`src/rtl/alu_seq.sv`:
```
// Sequential ALU: single-cycle logic/arithmetic ops plus iterative multiply/divide
// producing HI/LO, behind a start/done handshake.
module alu_seq #(
    parameter int WSIZE = 8,
    parameter int HSIZE = WSIZE / 2,
    parameter int CNTW  = $clog2(WSIZE) + 1
) (
    input  logic             clk,
    input  logic             rst,
    input  logic             start,
    input  logic [3:0]       op,
    input  logic [WSIZE-1:0] a,
    input  logic [WSIZE-1:0] b,
    output logic [WSIZE-1:0] r,
    output logic [WSIZE-1:0] hi,
    output logic             zero,
    output logic             ovf,
    output logic             err,
    output logic             busy,
    output logic             done
);

    typedef enum logic [3:0] {
        OP_AND  = 4'd0,
        OP_OR   = 4'd1,
        OP_ADD  = 4'd2,
        OP_SUB  = 4'd3,
        OP_SLT  = 4'd4,
        OP_SLTU = 4'd5,
        OP_LUI  = 4'd6,
        OP_NOR  = 4'd7,
        OP_MULU = 4'd8,
        OP_MUL  = 4'd9,
        OP_DIVU = 4'd10,
        OP_DIV  = 4'd11
    } op_e;

    typedef enum logic [1:0] {
        IDLE = 2'd0,
        RUN  = 2'd1,
        FIX  = 2'd2
    } state_e;

    localparam logic [WSIZE-1:0] MOST_NEG = {1'b1, {(WSIZE-1){1'b0}}};

    state_e state, state_next;

    logic [CNTW-1:0]  count;
    logic [WSIZE-1:0] acc;
    logic [WSIZE-1:0] lo;
    logic [WSIZE-1:0] opnd;
    logic             is_div;
    logic             is_signed;
    logic             neg_q;
    logic             neg_r;
    logic             div_ovf;

    logic             is_muldiv;
    logic             div_zero;
    logic             start_iter;
    logic             signed_op;
    logic [WSIZE-1:0] mag_a;
    logic [WSIZE-1:0] mag_b;

    logic [WSIZE-1:0] sc_r;
    logic [WSIZE-1:0] sc_hi;
    logic             sc_ovf;
    logic             sc_err;
    logic [WSIZE-1:0] sum;
    logic [WSIZE-1:0] diff;

    logic [WSIZE:0]     add_sum;
    logic [WSIZE:0]     trial;
    logic [WSIZE-1:0]   step_acc;
    logic [WSIZE-1:0]   step_lo;
    logic [2*WSIZE-1:0] prod_raw;
    logic [2*WSIZE-1:0] prod_fix;
    logic [WSIZE-1:0]   fin_r;
    logic [WSIZE-1:0]   fin_hi;
    logic               fin_ovf;

    // Divide by zero bypasses the iteration and completes like a single-cycle op.
    assign is_muldiv  = (op[3:2] == 2'b10);
    assign div_zero   = (op[3:1] == 3'b101) && (b == '0);
    assign start_iter = is_muldiv && !div_zero;
    assign signed_op  = op[0];
    assign mag_a      = (signed_op && a[WSIZE-1]) ? -a : a;
    assign mag_b      = (signed_op && b[WSIZE-1]) ? -b : b;

    assign zero = (r == '0);

    // ---------------- FSM ----------------
    always_ff @(posedge clk or posedge rst) begin
        if (rst) state <= IDLE;
        else     state <= state_next;
    end

    always_comb begin
        state_next = state;
        unique case (state)
            IDLE: if (start && start_iter) state_next = RUN;
            RUN:  if (count == CNTW'(WSIZE - 1)) state_next = FIX;
            FIX:  state_next = IDLE;
            default: state_next = IDLE;
        endcase
    end

    always_comb begin
        busy = (state != IDLE);
    end

    // ---------------- single-cycle ops ----------------
    always_comb begin
        // NOTE: every output of a combinational block gets a default first so no path leaves it unassigned and infers a latch.
        sc_r   = '0;
        sc_hi  = '0;
        sc_ovf = 1'b0;
        sc_err = 1'b0;
        sum    = a + b;
        diff   = a - b;
        case (op)
            OP_AND:  sc_r = a & b;
            OP_OR:   sc_r = a | b;
            OP_ADD: begin
                sc_r   = sum;
                sc_ovf = (a[WSIZE-1] == b[WSIZE-1]) && (sum[WSIZE-1] != a[WSIZE-1]);
            end
            OP_SUB: begin
                sc_r   = diff;
                sc_ovf = (a[WSIZE-1] != b[WSIZE-1]) && (diff[WSIZE-1] != a[WSIZE-1]);
            end
            OP_SLT:  sc_r = {{(WSIZE-1){1'b0}}, ($signed(a) < $signed(b))};
            OP_SLTU: sc_r = {{(WSIZE-1){1'b0}}, (a < b)};
            OP_LUI:  sc_r = a << HSIZE;
            OP_NOR:  sc_r = ~(a | b);
            OP_DIVU, OP_DIV: begin
                // Only reached with b == 0.
                sc_r   = '1;
                sc_hi  = a;
                sc_err = 1'b1;
            end
            default: sc_err = 1'b1;
        endcase
    end

    // ---------------- iteration step ----------------
    always_comb begin
        add_sum = {1'b0, acc} + (lo[0] ? {1'b0, opnd} : '0);
        trial   = {acc, lo[WSIZE-1]} - {1'b0, opnd};
        if (is_div) begin
            // Restoring division: keep the partial remainder when the trial goes negative.
            if (trial[WSIZE]) begin
                step_acc = {acc[WSIZE-2:0], lo[WSIZE-1]};
                step_lo  = {lo[WSIZE-2:0], 1'b0};
            end else begin
                step_acc = trial[WSIZE-1:0];
                step_lo  = {lo[WSIZE-2:0], 1'b1};
            end
        end else begin
            step_acc = add_sum[WSIZE:1];
            step_lo  = {add_sum[0], lo[WSIZE-1:1]};
        end
    end

    // ---------------- sign correction ----------------
    always_comb begin
        prod_raw = {acc, lo};
        prod_fix = neg_q ? -prod_raw : prod_raw;
        if (is_div) begin
            fin_r   = neg_q ? -lo : lo;
            fin_hi  = neg_r ? -acc : acc;
            fin_ovf = div_ovf;
        end else begin
            fin_hi  = prod_fix[2*WSIZE-1:WSIZE];
            fin_r   = prod_fix[WSIZE-1:0];
            fin_ovf = is_signed ? (fin_hi != {WSIZE{fin_r[WSIZE-1]}}) : (fin_hi != '0);
        end
    end

    // ---------------- datapath registers ----------------
    always_ff @(posedge clk or posedge rst) begin
        if (rst) begin
            count     <= '0;
            acc       <= '0;
            lo        <= '0;
            opnd      <= '0;
            is_div    <= 1'b0;
            is_signed <= 1'b0;
            neg_q     <= 1'b0;
            neg_r     <= 1'b0;
            div_ovf   <= 1'b0;
            r         <= '0;
            hi        <= '0;
            ovf       <= 1'b0;
            err       <= 1'b0;
            done      <= 1'b0;
        end else begin
            // NOTE: non-blocking assignments so every register samples pre-edge values regardless of statement order.
            done <= 1'b0;
            unique case (state)
                IDLE: begin
                    if (start) begin
                        if (start_iter) begin
                            count     <= '0;
                            acc       <= '0;
                            lo        <= mag_a;
                            opnd      <= mag_b;
                            is_div    <= op[1];
                            is_signed <= signed_op;
                            neg_q     <= signed_op && (a[WSIZE-1] ^ b[WSIZE-1]);
                            neg_r     <= signed_op && a[WSIZE-1];
                            div_ovf   <= (op == OP_DIV) && (a == MOST_NEG) && (b == '1);
                        end else begin
                            r    <= sc_r;
                            hi   <= sc_hi;
                            ovf  <= sc_ovf;
                            err  <= sc_err;
                            done <= 1'b1;
                        end
                    end
                end
                RUN: begin
                    acc   <= step_acc;
                    lo    <= step_lo;
                    count <= count + 1'b1;
                end
                FIX: begin
                    r    <= fin_r;
                    hi   <= fin_hi;
                    ovf  <= fin_ovf;
                    err  <= 1'b0;
                    done <= 1'b1;
                end
                default: ;
            endcase
        end
    end

endmodule
```
`config.mk`:
```
export PLATFORM = sky130hd
export DESIGN_NAME = alu_seq
export DESIGN_NICKNAME = d
export VERILOG_FILES = /design/src/rtl/alu_seq.sv
export SDC_FILE = /design/constraint.sdc
export NUM_CORES = 1
export LEC_CHECK = 0
export ABC_AREA = 1
export CAP_MARGIN = 20
export CORE_MARGIN = 5
export CORE_UTILIZATION = 25
export CTS_BUF_LIST = sky130_fd_sc_hd__clkbuf_2 sky130_fd_sc_hd__clkbuf_4 sky130_fd_sc_hd__clkbuf_8
export CTS_CLUSTER_DIAMETER = 120
export DETAILED_ROUTE_END_ITERATION = 8
export GPL_TIMING_DRIVEN = 0
export RECOVER_POWER = 50
export SLEW_MARGIN = 0
export SYNTH_ARGS = -nofsm -noshare
export SYNTH_HDL_FRONTEND = slang
export SYNTH_SLANG_ARGS = --single-unit
```
`constraint.sdc`:
```
create_clock -name clk -period 2.4 [get_ports clk]
set_input_delay 0.48 -clock clk [delete_from_list [all_inputs] [get_ports clk]]
set_output_delay 0.48 -clock clk [all_outputs]
set_load 0.01 [all_outputs]
```
* Yosys cells after proc, flatten, opt, wreduce, memory -nomap -nowiden *
Cells that the tools add are included.

word-level totals
  bits in registers = 54
  bits of input ports = 23
  output and inout bits = 21
  logic and storage cells = 127

cells by class
  add/subtract/negate cells = 10
  magnitude comparators = 2
  eq/ne operators = 26
  multiplexer cells = 45
  bitwise logic cells = 4
  reduce and logical (&&, ||, !) cells = 25

operator list
  cell                                                                    count
  8-bit 2-to-1 mux                                                        19
  8-bit one-hot mux with 9 select lines                                   1
  8-bit one-hot mux with 2 select lines                                   4
  8-bit negation                                                          4
  4-bit by 3-bit equality test with 1-bit output (second input constant)  5
  8-bit equality test (second input constant)                             2
  8-bit zero test                                                         2
  8-bit < comparator                                                      2
  16-bit 2-to-1 mux                                                       1
  16-bit negation                                                         1
  1-bit logical AND                                                       10
  1-bit 2-to-1 mux                                                        10
  2-bit inequality test (second input constant)                           5
  8-bit by 8-bit adder with 9-bit output                                  1
  3-bit AND reduction                                                     3
  9-bit by 8-bit subtractor with 9-bit output                             1
  8-bit adder                                                             1
  8-bit AND                                                               1
  4-bit by 2-bit equality test with 1-bit output (second input constant)  2
  4-bit equality test (second input constant)                             2
  4-bit 2-to-1 mux                                                        2
  8-bit inequality test                                                   1
  8-bit inverter                                                          1
  8-bit bitwise OR                                                        1
  other kinds (21)                                                        30

* Longest topological paths before layout *
Gate-level depths: netlist (run 1).

  depth after elaboration = 7
  mapped depth = 16
  gate-level depth less buffers = 15

* Least setup slack after synthesis (run 1) *
OpenSTA, ideal clock, no wires.

  path kind = flip-flop to flip-flop
  start = register lo[7]
  end = register acc[1]
  library setup time = 0.126 ns
  arrival = 1.966 ns
  data required time = 2.274 ns
  setup slack = 0.307 ns
  stages on the path, launching flop included = 14
  path buffers = 1
  period minus slack after synthesis = 2.093 ns
  cell sequence = dfrtp_1 > inv_1 > ha_1 > inv_1 > fa_1 > nand3_1 > nand3_2 > nand4_1 > nand3_1 > nand2_4 > buf_8 > o21ai_2 > a21oi_2 > o22ai_2

on the way
  cells in the longest elaborated chain, start to end = 4

ends and longest elaborated chain
  what                                         RTL line  RTL
  start: declaration                           50        logic [WSIZE-1:0] lo;
  start signal: assignment                     206       lo <= mag_a;
  start signal: assignment                     224       lo <= step_lo;
  9-bit by 8-bit subtractor with 9-bit output  149       trial = {acc, lo[WSIZE-1]} - {1'b0, opnd};
  8-bit 2-to-1 mux                             152       if (trial[WSIZE]) begin
  8-bit 2-to-1 mux                             150       if (is_div) begin
  8-bit one-hot mux with 2 select lines        200       unique case (state)
  end signal: assignment                       223       acc <= step_acc;
  end: declaration                             49        logic [WSIZE-1:0] acc;

No other way between the ends.
A chain may end at the register's enable or synchronous reset.

* Worst setup path after layout (run 1) *
  start = input b[2]
  end = register ovf

on the way
  cells in the longest elaborated chain, start to end = 7
  elaborated cells between the ends (all ways) = 16
  classes of those cells = add/sub (2); eq/ne (3); mux (4); reduce/logical (7)

ends and longest elaborated chain
  what                                             RTL line  RTL
  start: declaration                               13        input logic [WSIZE-1:0] b,
  8-bit subtractor or 8-bit adder (tied branches)  120, 119
  1-bit inequality test, on equally long branches  130, 126
  1-bit logical AND, on equally long branches      130, 126
  1-bit one-hot mux with 2 select lines            121       case (op)
  1-bit 2-to-1 mux                                 203       if (start_iter) begin
  1-bit 2-to-1 mux                                 202       if (start) begin
  1-bit one-hot mux with 2 select lines            200
  end signal: assignment                           216       ovf <= sc_ovf;
  end signal: assignment                           230       ovf <= fin_ovf;
  end: declaration                                 17        output logic ovf,

Parallel ways exist; a longest one is shown, timed or not. The select of a mux whose other input is x is not followed.

==> results.md, run 1 <==
CTS:
- TritonCTS built the clock tree.
- The H-tree depth reported by CTS is 2.
- The total clock sinks is 54.
- The clock passes through at most 2 buffers.
- The clock latency at the later pin of the worst-skew pair is 0.35 ns.
- The clock tree root driver cell is sky130_fd_sc_hd__clkbuf_8.
- Clock-pin slew was measured on the worst setup and hold paths at 0.12 ns.
- The number of clock buffers added by TritonCTS is 5.

Power:
- In this run the static leakage power is 0.00313 uW.
- The worst-case IR drop observed on VDD is 0.000362 V.
- Internal power comes to between 3000 and 4000 uW.
- The share of total power dissipated in the clock network is 8.0%.
- The share of total power in sequential cells is 24.0%.
- The design draws 7470 uW.
- Combinational cells account for between 60 and 70% of the total power.
- The switching power share of the total is between 50% and 60%.
- The power per standard cell area is 1160 mW/mm2.
- The net switching power figure is 3940 uW.

Finish:
- The area occupied by multi-input gates is 0.00360 mm2.
- After the last flow step, the layout net total stands at around 940.
- The repair_antennas step left the layout with diodes totalling 0.
- The flip-flop and latch area is approximately 0.0014 mm2.
- The filler cells instantiated in the layout total 2,421.
- In the final layout, the share of cells above drive strength 1 is 10.2%.
- The layout overhead on the synthesized area is 18.3%.

Timing:
- The fraction of the cycle the final worst path needs is a little over nine tenths.
- The number of hold violations in the final report is 0.
- The normalized max-slew margin is 41.2%.
- The final count of negative-setup-slack endpoints is 0.
- The number of pins exceeding their max-slew limit in the final report is 0.
- Across the routed clock network, the largest skew measured is roughly 0.019 ns.
- The worst path needs 2.30 ns of the cycle, external delays included.
- The actual transition at the worst max-transition pin is 0.883 ns.
- The maximum frequency from static timing analysis is 0.435 GHz.
- Setup repair after global routing could not meet its margin everywhere.
- The minimum setup slack in the final design is slightly above 0.1 ns.
- The setup total negative slack is 0 ns.

Setup path:
- The arrival time of data at the critical path endpoint is roughly 2.5 ns.
- The standard cell with the maximum stage delay on the critical path is sky130_fd_sc_hd__clkdlybuf4s50_1.
- The kind of end point of the critical path is a flip-flop.
- The maximum cell stage delay along the critical path is 0.56 ns.
- STA classifies the critical path startpoint as an input port.
- Counting stages on the worst path, the most repeated cell is sky130_fd_sc_hd__nand3_1.
- The critical-path maximum fanout is 7.
- The type of the setup path with the least slack is input port to flip-flop.
- For the worst setup path, the data required time is 2.64 ns.
- The critical path goes through clkdlybuf4s50_1 -> inv_2 -> ha_4 -> inv_2 -> a21oi_1 -> nand2_1 -> nand4_1 -> nand3_1 -> xor2_1 -> nand3_1 -> nand3_1 -> nand3_1 -> nand2_1.

Placed design:
- The quantity of I/O buffers inserted on ports is 43.
- The routability congestion estimate from global placement is 0.918.
- Once detailed placement completed, the half-perimeter wirelength came to 14.1 mm.
- Before CTS, the worst setup slack after placement is -0.659 ns.

Drt:
- After detailed routing, the average wire length per cell comes to between 15 and 20 um.
- For this run, the detailed router's first-pass iteration total came to 5.
- After detailed routing, the total wire length is 17.5 mm.
- After detailed routing, the number of vias per cell comes to 4.87.
- The detail route stage leaves a number of antenna-violating nets equal to 0.
- The vias after detailed routing is around 5.6k.
- For this run, design rule violations remaining after detail routing come to 0.
- The number of DRC markers after the initial detailed-route iteration is ~330.

Floorplan:
- In this run the count of I/O pins placed on the die edge is 44.
- The total area inside the core boundary comes to about 0.022 mm2.
- The overall die height is 157 um.
- For this configuration, the core starts out at a cell density of 25.1%.
- The standard-cell row count is 54.
- The die area is 0.0248 mm2.
- In this run the horizontal extent of the chip is roughly 160 um.

Global route:
- The maximum number of pins on one net before global-route repair is 38.
- The number of antenna violations at the first check in global routing is 0.
- The via count of the first global-routing pass was 5,272.
- The first global-routing pass estimated ~28 mm of wire.
- The total overflow left after global routing is 0.
- Global routing used between 10% and 20% of the available tracks across all layers.

Logic synthesis:
- Counting flops with a built-in enable in the synthesized netlist gives 0.
- The library cell occupying the most area in the post-synthesis netlist is sky130_fd_sc_hd__dfrtp_1.
- The distinct cell type count of the synthesized netlist is 54.
- For this run, the leading register cell type out of synthesis is sky130_fd_sc_hd__dfrtp_1.
- Yosys attributes the largest share of cell area to sky130_fd_sc_hd__dfrtp_1 (25%), sky130_fd_sc_hd__nand2_1 (13%), sky130_fd_sc_hd__ha_1 (11%), sky130_fd_sc_hd__inv_1 (6.9%), sky130_fd_sc_hd__a21oi_1 (6.2%).
- The fraction of registers with async set/reset is 100%.
- For this run, the number of Yosys warnings is 0.
- Synthesis produced a netlist whose cell count is 808.
- The average instance in the mapped netlist occupies just under 7 um2.
- The register bit total from synthesis is 54.
- The top-area cell type share of the netlist area is 24.9%.
- The net count after synthesis is between 800 and 900.
- By count the netlist is led by sky130_fd_sc_hd__nand2_1 (183), sky130_fd_sc_hd__inv_1 (100), sky130_fd_sc_hd__a21oi_1 (67).
- After synthesis the cells add up to 0.00544 mm2.
- The most instantiated library cell after synthesis is sky130_fd_sc_hd__nand2_1.
- After synthesis, flip-flops and latches occupy 24.9% of the total area.

Run status:
- The run finished with clean final reports.

Job:
- The number of maximum-capacitance violations is 0.

Min path:
- The worst hold path class is flip-flop to flip-flop.
cells in the final DEF, fill, tap and decap left out, types with 4 or more instances in the layout:
master,synthesis,layout
sky130_fd_sc_hd__a21oi_1,67,61
sky130_fd_sc_hd__nand2_2,4,5
sky130_fd_sc_hd__clkdlybuf4s50_1,0,21
sky130_fd_sc_hd__dlygate4sd3_1,0,9
sky130_fd_sc_hd__nand3_2,2,4
sky130_fd_sc_hd__o21ai_1,22,22
sky130_fd_sc_hd__o21ai_0,48,48
sky130_fd_sc_hd__a221oi_1,4,4
sky130_fd_sc_hd__xnor2_1,5,5
sky130_fd_sc_hd__nand2_1,183,182
sky130_fd_sc_hd__nor2_2,4,5
sky130_fd_sc_hd__a31oi_1,7,7
sky130_fd_sc_hd__ha_1,47,43
sky130_fd_sc_hd__clkbuf_8,0,5
sky130_fd_sc_hd__inv_2,8,10
sky130_fd_sc_hd__nand3_1,63,61
sky130_fd_sc_hd__dfrtp_1,54,53
sky130_fd_sc_hd__clkbuf_1,8,8
sky130_fd_sc_hd__a21o_1,4,4
sky130_fd_sc_hd__o22ai_1,5,5
sky130_fd_sc_hd__xor2_1,16,16
sky130_fd_sc_hd__nor2_1,63,62
sky130_fd_sc_hd__buf_2,8,8
sky130_fd_sc_hd__or2_2,4,4
sky130_fd_sc_hd__nand4_1,13,13
sky130_fd_sc_hd__a21oi_2,4,10
sky130_fd_sc_hd__o211ai_1,7,7
sky130_fd_sc_hd__buf_4,3,7
sky130_fd_sc_hd__dlymetal6s2s_1,0,6
sky130_fd_sc_hd__o21ai_2,4,4
sky130_fd_sc_hd__nor3_1,13,13
sky130_fd_sc_hd__inv_1,100,98
cell type report:
class,count,area share [%]
multi-input cells,621,56.0
flip-flops and latches,54,21.0
repair buffers,48,7.28
inverters,110,6.52
well taps,280,5.45
plain buffers,23,2.24
clock buffers,5,1.07
clock inverters,3,0.447
critical path: cells and delay by family:
family                   cells  cell delay (ns)
AO/OA/AOI/OAI                1             0.12
XOR/XNOR                     1             0.17
adder cells (fa/ha/maj)      1             0.32
buffers and inverters        3             0.73
AND/OR/NAND/NOR              7             0.71
state kept, by name, indices dropped and copies added (netlist names), 2 cells and up:
| name | flops |
|---|---|
| hi | 8 |
| opnd | 8 |
| lo | 8 |
| count | 4 |
| acc | 8 |
| r | 8 |
| state | 2 |
final timing paths:
check                                          start                   end  slack, ns  cells after the start
worst max-delay path                            b[2]       ovf$_DFFE_PP0P_       0.10                     13
worst min-delay path            count[3]$_DFFE_PP0P_  state[1]$_DFFE_PP0P_       0.48                      1
worst max register to register     lo[7]$_DFFE_PP0P_    acc[1]$_DFFE_PP0P_       0.15                     13
worst min register to register  count[3]$_DFFE_PP0P_  state[1]$_DFFE_PP0P_       0.48                      1
max in group asynchronous                        rst     lo[7]$_DFFE_PP0P_       0.37                      3
min in group asynchronous                        rst      r[3]$_DFFE_PP0P_       0.67                      2
per-layer routing:
| metal | GRT usage (%) | share of wire [%] | vias up |
|---|---|---|---|
| met5 | 0 | 0 | - |
| met4 | 3.40 | 1.6 | 0 |
| met3 | 2.53 | 5.5 | 17 |
| met2 | 21.5 | 43 | 143 |
| met1 | 21.4 | 50 | 2602 |
| li1 | - | - | 2812 |
per-stage QoR:
stage	hold slack (ns)	instances	cell area [um2]	utilization [%]
2_1_floorplan	0.448	808	5440	-
3_3_place_gp	0.456	1131	6220	28.7
3_5_place_dp	0.460	1132	6240	28.8
4_1_cts	0.458	1143	6370	29.5
5_1_grt	0.499	1144	6430	29.7
6_report	0.480	1144	6430	29.7
power groups by stage:
stage	Clock, uW	Sequential [uW]	Combinational [uW]
4_1_cts	609	1790	5030
5_1_grt	644	1850	5730
2_1_floorplan	0	1730	3580
6_report	596	1790	5080
3_3_place_gp	0	1810	4920
3_5_place_dp	0	1820	4970
cells by family (layout without fill, tap and decap cells):
logic type / Yosys count / after routing / share of synthesized area, %
fa+ha+maj: 51 / 51 / 12.3
compound gates: 190 / 190 / 20.5
flops: 54 / 54 / 24.9
simple gates: 359 / 359 / 28.7
buf+inv: 133 / 189 / 10.2
xor+xnor: 21 / 21 / 3.38
what timing repair did:
item / CTS / global route
hold buffers: 0 / 0
pin swaps: 0 / 1
endpoints found under the setup margin: 23 / 15
gates cloned: 0 / 0
gates resized for setup: 17 / 28
setup buffers: 3 / 1
Power figures use the tool's default switching activity.
==> run 2, diff against run 1 <==
--- a/config.mk
+++ b/config.mk
@@ -7,7 +7,7 @@
 export LEC_CHECK = 0
 export ABC_AREA = 1
 export CAP_MARGIN = 20
-export CORE_MARGIN = 5
+export CORE_MARGIN = 2
 export CORE_UTILIZATION = 25
 export CTS_BUF_LIST = sky130_fd_sc_hd__clkbuf_2 sky130_fd_sc_hd__clkbuf_4 sky130_fd_sc_hd__clkbuf_8
 export CTS_CLUSTER_DIAMETER = 120
==> constraint.sdc (replaced) <==
create_clock -name clk -period 2.65 [get_ports clk]
set_input_delay 0.53 -clock clk [delete_from_list [all_inputs] [get_ports clk]]
set_output_delay 0.53 -clock clk [all_outputs]
set_load 0.01 [all_outputs]
==> run 2 against run 1 <==
Sequential share of layout area grew 0.25 points. Core utilization grew 0.28 points. Cell count shrank 0.70%. Worst setup slack gained 0.056 ns. First-iteration DRC count grew 57%. Combinational power shrank 11%. Via count grew 0.59%. Largest power group unchanged.
==> results.md, run 2 (same netlist as run 1, synthesis figures left out) <==
CTS:
- The clock tree root driver cell is sky130_fd_sc_hd__clkbuf_8.
- The H-tree was split into 2 levels.
- The clock latency at the later pin of the worst-skew pair is 0.33 ns.
- The CTS tree is yes.
- In this run the deepest clock path goes through 2 buffers.
- The clock net in this run drives a total of 54 sinks.
- After clock tree synthesis, the clock-pin slew on the worst setup and hold paths is 0.11 ns.
- Buffers inserted during clock tree synthesis total 5.
- In this run, post-CTS hold repair placed 0 buffers.

Floorplan:
- The effective utilization at floorplan is ~26%.
- The horizontal die dimension is 151 um.
- The placeable core area is 0.0212 mm2.
- The die area is 0.0229 mm2.
- From bottom edge to top edge, the die measures ~150 um.
- The standard-cell row count is between 50 and 60.
- The number of primary I/O pins is 44.

Placed design:
- The HPWL after detailed placement is 14.1 mm.
- The total placed cells including tap cells is 1,127.
- The quantity of I/O buffers inserted on ports is 43.
- Before CTS, the worst setup slack after placement is -0.429 ns.
- Routability-driven placement finished with a final weighted congestion of 0.904.

Global route:
- The first-pass GRT wire length is 28.4 mm.
- After global routing the overflow that remains totals 0.
- Across every metal layer, demand over resource in global routing totals approximately 16%.
- The maximum number of pins on one net before global-route repair is 36.
- The via count of the first global-routing pass is 5,344.
- The number of antenna violations at the first check in global routing is 0.

Min path:
- The worst hold path class is flip-flop to flip-flop.

Setup path:
- STA puts the critical path data arrival time at 2.71 ns.
- The critical-path maximum fanout is 7.
- Among all stages on the critical path, the largest delay is contributed by sky130_fd_sc_hd__dlygate4sd2_1.
- The largest single stage delay on the critical path is 0.47 ns.
- Walking the worst path, the cells encountered are dlygate4sd2_1 -> inv_1 -> ha_1 -> nor2_1 -> nand2_1 -> nand2_1 -> a21oi_1 -> or2_2 -> nand3_1 -> o211ai_1 -> a21oi_1 -> nor2_1.
- STA classifies the critical path endpoint as a flip-flop.
- The critical path contains buffers and inverters numbering 2 combined.
- For the worst setup path, the data required time is 2.87 ns.
- Among cell families on the critical path, the largest total delay comes from simple AND/OR/NAND/NOR gates.
- The type of the setup path with the least slack is input port to flip-flop.
- The worst setup path is launched from an input port.

Finish:
- The share of post-route cells with drive strength above 1 is 8.01%.
- The layout overhead on the synthesized area is 16.9%.
- The top cell types in the final layout, fill and taps aside, are sky130_fd_sc_hd__nand2_1 (183), sky130_fd_sc_hd__inv_1 (97), sky130_fd_sc_hd__a21oi_1 (67).
- The number of non-filler instances in the completed layout is 1,136.
- At the end of the flow, the number of nets in the layout was 934.
- The number of inserted diodes is 0.
- The library cell used most frequently in the layout, excluding fill and tap cells, is sky130_fd_sc_hd__nand2_1.

Drt:
- The total DRC errors in the routed layout is 0.
- The routed design has around 17 mm of wire.
- After detailed routing, the average wire length per cell comes to 15.4 um.
- The first detailed-routing pass took 6 iterations.
- The number of DRC markers after the initial detailed-route iteration is 524.
- In this run the remaining antenna-violating nets after routing total 0.
- Dividing the detail-routed via count by the number of cells gives 4.94.
- The vias after detailed routing is roughly 5.6k.

Timing:
- Setup violations remaining at the end of the flow were counted as 0.
- The number of hold violations in the final report came to 0.
- The setup total negative slack is 0 ns.
- For the final database, setup skew stands at 0.0127 ns.
- The post-route minimum period is 2.49 ns.
- The worst path uses 94.1% of the clock period.
- The minimum setup slack in the final design is 0.157 ns.
- Setup repair after global routing left no endpoint under its margin.
- The number of pins exceeding their max-slew limit in the final report was 0.
- The maximum frequency from static timing analysis is 0.401 GHz.
- In this run the tightest slew margin relative to its limit is 39.0%.
- The actual transition at the worst max-transition pin is 0.915 ns.

Run status:
- The run finished with clean final reports.

Power:
- VDD sags by at most 0.000359 V.
- The cell leakage power is 0.00313 uW.
- The power per standard cell area is 1060 mW/mm2.

Job:
- The tool flagged a number of max-cap violations equal to 0.
run 2: changes by cell type in the layout (fill, tap and decap cells not counted), moves of 3 or more:
cell,change
sky130_fd_sc_hd__a21oi_1,+6
sky130_fd_sc_hd__a21oi_2,-6
sky130_fd_sc_hd__buf_4,-3
sky130_fd_sc_hd__clkdlybuf4s15_1,-3
sky130_fd_sc_hd__clkdlybuf4s50_1,+3
sky130_fd_sc_hd__ha_1,+3
run 2: layer usage:
layer | GRT usage (%) | routed length, um | vias up
met1 | 22.8 | 8450 | 2620
met3 | 1.63 | 895 | 17
met2 | 25.2 | 7860 | 173
met4 | 4.21 | 242 | 0
li1 | - | - | 2797
met5 | 0 | 0 | -
run 2: power by group:
group          internal (uW)  switching, uW
Sequential              1210            420
Clock                    289            314
Combinational           1750           2780
Total                   3250           3510
run 2: area by class of cell:
| cell class | count | area (um2) |
|---|---|---|
| Clock inverter | 3 | 47.5 |
| Sequential cell | 54 | 1350 |
| Clock buffer | 5 | 68.8 |
| Timing Repair Buffer | 45 | 449 |
| Fill cell | 2325 | 14800 |
| Multi-Input combinational cell | 621 | 3530 |
| Tap cell | 275 | 344 |
| Inverter | 110 | 419 |
| Buffer | 23 | 141 |
run 2: worst reg2reg max path, cell delays in order, from the launching register on:
cell and delay (ns):
sky130_fd_sc_hd__dfrtp_1 0.46, sky130_fd_sc_hd__inv_1 0.12, sky130_fd_sc_hd__ha_1 0.15, sky130_fd_sc_hd__inv_1 0.06, sky130_fd_sc_hd__fa_1 0.41, sky130_fd_sc_hd__nand3_1 0.13, sky130_fd_sc_hd__nand3_2 0.10, sky130_fd_sc_hd__nand4_1 0.10
sky130_fd_sc_hd__nand2_1 0.06, sky130_fd_sc_hd__nand2_1 0.12, sky130_fd_sc_hd__nand2_4 0.11, sky130_fd_sc_hd__buf_8 0.17, sky130_fd_sc_hd__nand2_1 0.07, sky130_fd_sc_hd__o211ai_2 0.07, sky130_fd_sc_hd__nand2_1 0.09, sky130_fd_sc_hd__o21ai_1 0.07
run 2: final timing paths:
path	from	end	slack, ns	depth (start not counted)
setup reg to reg	lo[7]$_DFFE_PP0P_	acc[2]$_DFFE_PP0P_	0.26	15
max in group asynchronous	rst	hi[3]$_DFFE_PP0P_	0.46	3
setup / recovery	a[2]	r[5]$_DFFE_PP0P_	0.16	12
hold reg to reg	count[3]$_DFFE_PP0P_	state[1]$_DFFE_PP0P_	0.47	1
hold / removal	count[3]$_DFFE_PP0P_	state[1]$_DFFE_PP0P_	0.47	1
min in group asynchronous	rst	count[1]$_DFFE_PP0P_	0.80	2
run 2: timing repair:
item / 4_1_cts / 5_1_grt
gates resized for setup: 7 / 11
gates cloned: 0 / 0
pin swaps: 0 / 1
buffers inserted: 0 / 1
endpoints found under the setup margin: 7 / 11
run 2: stage by stage:
stage / utilization [%] / instance area (um2) / power, uW / hold WS [ns]
global route: 30.0 / 6350 / 7440 / 0.513
floorplan: - / 5440 / 4810 / 0.448
finish: 30.0 / 6350 / 6760 / 0.474
global placement: 29.4 / 6210 / 6090 / 0.461
CTS: 30.0 / 6340 / 6770 / 0.476
detailed placement: 29.4 / 6230 / 6140 / 0.462
